## config.mk

```make
export PLATFORM = sky130hd
export DESIGN_NAME = q_meter
export DESIGN_NICKNAME = d
export VERILOG_FILES = /design/src/rtl/q_meter.sv
export SDC_FILE = /design/constraint.sdc
export NUM_CORES = 1
export LEC_CHECK = 0
export CAP_MARGIN = 25
export CORE_MARGIN = 4
export CORE_UTILIZATION = 35
export CTS_CLUSTER_DIAMETER = 50
export DETAILED_ROUTE_END_ITERATION = 6
export DONT_BUFFER_PORTS = 1
export SKIP_CTS_REPAIR_TIMING = 1
export SLEW_MARGIN = 0
export SYNTH_ARGS = -nofsm -noshare
export SYNTH_HDL_FRONTEND = slang
export SYNTH_SLANG_ARGS = --single-unit
```

## constraint.sdc

```tcl
create_clock -name clk -period 6.4 [get_ports clk]
set_clock_uncertainty 0.1 [all_clocks]
set_input_delay 0.32 -clock clk [delete_from_list [all_inputs] [get_ports clk]]
set_output_delay 0.32 -clock clk [all_outputs]
set_load 0.03 [all_outputs]
```

## src/rtl/q_meter.sv

```systemverilog
// q_meter: ring-down Q measurement front end (periods counted between envelope thresholds).
// Define Q_METER_AVG_EN to publish the truncated mean of 4 consecutive counts.
module q_meter #(
  parameter int BUS_WIDTH     = 10,
  parameter int SETTLE_CYCLES = 64,
  parameter int EXCITE_CYCLES = 32,
  parameter int MAX_CYCLES    = 65535
) (
  input  logic                 clk,
  input  logic                 rst_n,
  input  logic                 enable,
  input  logic [BUS_WIDTH-1:0] i_ref,
  input  logic                 osc_in,
  input  logic                 env_hi,
  input  logic                 env_lo,
  output logic [BUS_WIDTH-1:0] i_drive,
  output logic                 excite,
  output logic [BUS_WIDTH-1:0] q_measured,
  output logic                 ready,
  output logic                 timeout,
  output logic                 busy
);
  localparam int W  = BUS_WIDTH;
  localparam int PW = $clog2((SETTLE_CYCLES > EXCITE_CYCLES ? SETTLE_CYCLES : EXCITE_CYCLES) + 1);
  localparam int TW = $clog2(MAX_CYCLES + 1);
  localparam logic [W-1:0] SAT = '1;
`ifdef Q_METER_AVG_EN
  localparam bit AVG = 1'b1;
`else
  localparam bit AVG = 1'b0;
`endif
  typedef enum logic [2:0] {IDLE, SETTLE, EXCITE, WAIT_HI, COUNT, DONE} state_t;
  state_t state_q, state_d;
  logic [PW-1:0] ph_q, ph_d;
  logic [W-1:0] per_q, per_d, drive_q, drive_d, qm_q, qm_d;
  logic [TW-1:0] to_q, to_d;
  logic [W+1:0] acc_q, acc_d, sum;
  logic [1:0] n_q, n_d, hi_q, lo_q;
  logic [2:0] osc_q;
  logic exc_q, exc_d, rdy_q, rdy_d, tof_q, tof_d, busy_q, rise;
  assign rise = osc_q[1] & ~osc_q[2];
  assign sum = acc_q + {2'b00, per_q};
  always_comb begin
    state_d = state_q;
    ph_d = ph_q;
    per_d = per_q;
    to_d = to_q;
    drive_d = drive_q;
    qm_d = qm_q;
    rdy_d = 1'b0;
    tof_d = tof_q;
    acc_d = acc_q;
    n_d = n_q;
    exc_d = 1'b0;
    if (!enable) begin
      state_d = IDLE;
      acc_d = '0;
      n_d = '0;
    end else if (state_q == IDLE || i_ref != drive_q) begin
      // start, or restart on a new bias current without publishing
      state_d = SETTLE;
      ph_d = '0;
      drive_d = i_ref;
      acc_d = '0;
      n_d = '0;
    end else begin
      exc_d = state_q == EXCITE;
      case (state_q)
        SETTLE: begin
          ph_d = ph_q + 1'b1;
          if (ph_q == PW'(SETTLE_CYCLES - 1)) begin
            state_d = EXCITE;
            ph_d = '0;
          end
        end
        EXCITE: begin
          ph_d = ph_q + 1'b1;
          if (ph_q == PW'(EXCITE_CYCLES - 1)) begin
            state_d = WAIT_HI;
            ph_d = '0;
            to_d = '0;
          end
        end
        WAIT_HI, COUNT: begin
          to_d = to_q + 1'b1;
          if (to_q == TW'(MAX_CYCLES - 1)) begin
            state_d = SETTLE;
            qm_d = SAT;
            tof_d = 1'b1;
            rdy_d = 1'b1;
            acc_d = '0;
            n_d = '0;
          end else if (state_q == WAIT_HI) begin
            if (!hi_q[1]) begin
              per_d = '0;
              state_d = COUNT;
            end
          end else begin
            per_d = (rise && per_q != SAT) ? per_q + 1'b1 : per_q;
            state_d = lo_q[1] ? COUNT : DONE;
          end
        end
        DONE: begin
          state_d = SETTLE;
          if (AVG && n_q != 2'd3) begin
            acc_d = sum;
            n_d = n_q + 1'b1;
          end else begin
            qm_d = AVG ? sum[W+1:2] : per_q;
            rdy_d = 1'b1;
            tof_d = 1'b0;
            acc_d = '0;
            n_d = '0;
          end
        end
        default: state_d = IDLE;
      endcase
    end
  end
  always_ff @(posedge clk) begin
    if (!rst_n) begin
      state_q <= IDLE;
      ph_q <= '0;
      per_q <= '0;
      to_q <= '0;
      drive_q <= '0;
      qm_q <= '0;
      acc_q <= '0;
      n_q <= '0;
      exc_q <= 1'b0;
      rdy_q <= 1'b0;
      tof_q <= 1'b0;
      busy_q <= 1'b0;
      osc_q <= '0;
      hi_q <= '0;
      lo_q <= '0;
    end else begin
      state_q <= state_d;
      ph_q <= ph_d;
      per_q <= per_d;
      to_q <= to_d;
      drive_q <= drive_d;
      qm_q <= qm_d;
      acc_q <= acc_d;
      n_q <= n_d;
      exc_q <= exc_d;
      rdy_q <= rdy_d;
      tof_q <= tof_d;
      busy_q <= state_d != IDLE;
      osc_q <= {osc_q[1:0], osc_in};
      hi_q <= {hi_q[0], env_hi};
      lo_q <= {lo_q[0], env_lo};
    end
  end
  assign i_drive = drive_q;
  assign excite = exc_q;
  assign q_measured = qm_q;
  assign ready = rdy_q;
  assign timeout = tof_q;
  assign busy = busy_q;
endmodule
```

**Word level (Yosys, flattened, before mapping)**

Index checks and enable logic that the tools add are counted.

- Memories: 0
- Bits in registers: 67
- Bits in writable memories: 0
- Output and inout port bits: 24
- Bits of input ports: 16
- Memory bits (read-only): 0
- Bits in latches: 0

- Reduce and logical (&&, ||, !) cells: 15
- Shifts and indexed selects: 0
- Multipliers: 0
- Muxes and demuxes: 24
- Equal/unequal tests: 13
- Bitwise gates (word level): 6
- Divide/modulo/power cells: 0
- $add $sub $neg: 3
- $lt $le $gt $ge: 0

Operators with widths:

| cell | number |
|---|---|
| $mux 10 | 4 |
| $pmux 16 s2 | 1 |
| $mux 3 | 7 |
| $mux 7 | 3 |
| $pmux 10 s2 | 1 |
| $add 16x1->16 const B | 1 |
| $eq 16x16->1 const B | 1 |
| $mux 16 | 1 |
| $pmux 7 s2 | 1 |
| $pmux 3 s4 | 1 |
| $add 10x1->10 const B | 1 |
| $ne 10x10->1 | 1 |
| $ne 10x10->1 const B | 1 |
| $reduce_and 4->1 | 2 |
| $add 7x1->7 const B | 1 |
| $eq 7x5->1 const B | 1 |
| $eq 7x6->1 const B | 1 |
| $eq 3x2->1 const B | 2 |
| $eq 3x3->1 const B | 2 |
| $reduce_and 6->1 | 1 |
| $reduce_bool 2->1 | 3 |
| $reduce_bool 3->1 | 2 |
| $not 1->1 | 5 |
| $ne 2x2->1 const B | 2 |
| other kinds (11) | 15 |

**Longest topological paths before layout**

- Depth after elaboration: 7
- Mapped depth: 9
- Gate-level depth less buffers: 8

**Worst setup path after synthesis**

OpenSTA, ideal clock, no wires.

- Kind: reg2reg
- From: reg drive_q[5], in the netlist i_drive[5]
- To: reg per_q[1]
- Arrival: 2.035 ns
- Period minus slack after synthesis: 2.205 ns
- Slack: 4.195 ns
- Cell stages (with the launch flop): 7
- Required time: 6.230 ns
- Cells stage by stage: dfxtp_1 -> xor2_1 -> nor4_2 -> nand4_1 -> or3_1 -> or3b_1 -> a21boi_1

- Word-level cells in the longest chain between the ends: 4

RTL lines:

| item | line | source |
|---|---|---|
| start: declaration | 35 | `logic [W-1:0] per_q, per_d, drive_q, drive_d, qm_q, qm_d;` |
| start signal: assignment | 142 | `drive_q <= drive_d;` |
| $ne 10x10->1 | 59 | `end else if (state_q == IDLE \|\| i_ref != drive_q) begin` |
| $logic_or 1x1->1 | 59 |  |
| $not 1->1 (no line) | n/a |  |
| $reduce_and 6->1 (no line) | n/a |  |
| end signal: assignment | 140 | `per_q <= per_d;` |
| end: declaration | 35 |  |

Every way passes these cells.
A chain may end at the register's enable or synchronous reset.

**Worst setup path after layout**

- From: reg drive_q[1], in the netlist i_drive[1]
- To: reg per_q[5]

The elaborated chain is that of the path after synthesis.

==> flow_metrics.py <==
metrics = {
    "cells_and_area": {
        "diodes": 0,
        "syn_to_final_growth_pct": 9.41,
        "fin_cells": 503,
        "drive_gt1_share_pct": 8.29,
        "fin_util_pct": 39.2,
        "layout.nets": 389,
    },
    "floorplanning": {
        "die-width_um": 105,
        "row_count": 35,
        "die_area_mm2": 0.0111,
        "die_h_um": 105,
        "ios": 40,
        "core_mm2": 0.00924,
        "initial_utilization_pct": 35.8,
    },
    "cts": {
        "clock_path_buffers": 2,
        "clockRootBuffer": "clkbuf_8",
        "cts.sinks": 67,
        "cts_tree": "built",
        "clkTransAtPathRegs_ns": 0.07,
        "cts_max_level": 3,
        "cts_made_buffers": 9,
        "clock_latency_ns": 0.34,
    },
    "sta": {
        "fin_tns_setup_ns": 0,
        "tightest_slew_ns": 0.984,
        "maxSlewHeadroom_pct": 34.1,
        "setup_viol_count_final": 0,
        "finalMaxSlewViolations": 0,
        "period_needed_ns": 3.10,
        "fin_ws_ns": 3.30,
        "period_share_pct": 48.4,
        "max_freq_mhz": 323,
        "hold_viol": 0,
        "grt_setup_unrepaired": "false",
    },
    "routing": {
        "ant_nets": 0,
        "drt-total-wl_mm": 6.94,
        "initialDrtViolationCount": 166,
        "post-route-drc-count": 0,
        "avgViaCountPerCell": 5.25,
        "num_vias": 2639,
        "drt_first_pass_iters": 4,
        "wl_per_cell_um": 13.8,
    },
    "synth": {
        "syn_area_mm2": 0.00331,
        "ys_ff_latch": 67,
        "synthTopCellsByArea": "dfxtp_1, o21a_1, nor2_1",
        "yosysSeqAreaShare_pct": 40.5,
        "synth_common_cells": "dfxtp_1, nor2_1, nand2_1, o21a_1, nand3_1",
        "yosysTopAreaCell": "dfxtp_1",
        "avgSynthCellArea_um2": 8.80,
        "async_flop_share_pct": 0,
        "yosysTopAreaCellShare_pct": 40.5,
        "synth_cells": 376,
        "yosysMostFrequentCell": "dfxtp_1",
        "synth_fp_nets": 396,
        "synth-edff-count": 0,
        "yosys_warnings": 0,
        "ys.flop_type": "dfxtp_1",
        "netlist-cell-type-count": 52,
    },
    "worst_setup_path": {
        "path_max_fanout": 13,
        "cp_cell_sequence": "xor2_1, nor3_2, nand4_1, or3_1, nand2b_1, o22ai_1",
        "max_stage_delay_ns": 0.73,
        "cp-start-kind": "flip-flop",
        "path_class": "reg -> reg",
        "end_kind": "flip-flop",
        "required_ns": 6.56,
        "arrival_ns": 3.26,
        "crit_slowest_cell": "or3_1",
    },
    "status": {
        "status": "completed",
    },
    "power_and_ir_drop": {
        "power_uw": 866,
        "p_leak_uw": 0.00120,
        "power.density_mw_per_mm2": 239,
        "ir_drop_uv": 127,
    },
    "placed_design": {
        "port_buffers": 0,
        "hpwl_mm": 4.69,
        "gp_congestion": 0.820,
        "post-place-ws_ns": 3.33,
        "dp.cells": 486,
    },
    "grt": {
        "antenna_found_initial": 0,
        "track_usage_pct": 13.0,
        "grt_overflow": 0,
        "grt_pass1_vias": 2501,
        "grt_first_pass_wirelength_mm": 11.8,
        "grt_max_degree": 62,
    },
    "run": {
        "cap_violations": 0,
    },
    "min_path": {
        "min_path_type": "in -> reg",
    },
}
area by class of cell:
type,count,area [um^2]
inverters,6,22.5
clock inverters,6,88.8
fillers,924,5620
clock buffers,10,138
multi-input cells,284,1860
flip-flops and latches,67,1340
well taps,129,161
repair buffers,1,10.0
state kept, by name (all words and copies together) (netlist names):
| signal | cells |
|---|---|
| to_q | 16 |
| i_drive | 10 |
| per_q | 10 |
| q_measured | 10 |
| ph_q | 7 |
| osc_q | 3 |
| state_q | 3 |
| hi_q | 2 |
| lo_q | 2 |
| busy | 1 |
| excite | 1 |
| ready | 1 |
| timeout | 1 |
worst max-delay path, delay by kind of cell (launching register included):
family	cells	cell delay [ns]
compound gates	1	0.19
xor+xnor	1	0.14
flops	1	0.56
simple gates	4	2.03
cells by family after synthesis:
kind of cell / synth area share [%]
adders and majority gates: 1.51
AOI/OAI and AO/OA: 13.6
xor gates and xnor gates: 6.61
DFF: 40.5
muxes: 3.63
and+or+nand+nor: 30.9
buffers and inverters: 3.29
stage by stage:
step                      instance area [um^2]  hold slack [ns]
after detailed placement                  3390            0.319
after global routing                      3620          0.00276
after global placement                    3390            0.316
after floorplan                           3310            0.312
final                                     3620          0.00728
after CTS                                 3610         -0.00955
layer usage:
metal | vias to the layer above | global-route usage [%] | part of all wire [%]
met5 | - | 0 | 0
met4 | 0 | 5.06 | 1.4
met3 | 7 | 3.61 | 4.2
met2 | 48 | 20.4 | 46
met1 | 1256 | 16.8 | 48
li1 | 1328 | - | -
placed cells by master, fill, tap and decap left out, types with 3 or more instances in the layout:
cell type / count
clkbuf_8: 10
xor2_1: 13
nor4_1: 7
nand3b_1: 6
nor3_1: 8
o22ai_1: 5
nand4_1: 11
ha_1: 4
o21ai_0: 6
xnor2_1: 12
nor4_2: 5
or2_2: 3
nor3b_1: 4
nor2_1: 36
inv_1: 6
o211ai_1: 5
nand3_1: 20
mux2i_1: 12
or3_1: 3
nand2_1: 23
o21a_1: 21
and2_1: 8
a21oi_1: 12
dfxtp_1: 67
nor2b_1: 13
nand2b_1: 6
and3_1: 6
o21ai_1: 8
power breakdown:
group | switching [uW] | internal, uW | leakage, uW
clock network | 168 | 230 | 0.000108
logic | 15.4 | 15.9 | 0.000547
registers | 13.9 | 423 | 0.000543
worst paths after layout:
| kind | endpoint | slack (ns) | cells after the start | from |
|---|---|---|---|---|
| max | per_q[5]$_SDFFE_PN0P_ | 3.30 | 6 | i_drive[1]$_SDFFE_PN0P_ |
| min | osc_q[0]$_SDFF_PN0_ | 0.007 | 1 | osc_in |
| max reg2reg | per_q[5]$_SDFFE_PN0P_ | 3.30 | 6 | i_drive[1]$_SDFFE_PN0P_ |
| min reg2reg | osc_q[1]$_SDFF_PN0_ | 0.34 | 1 | osc_q[0]$_SDFF_PN0_ |
(Power assumes the default switching activity.)
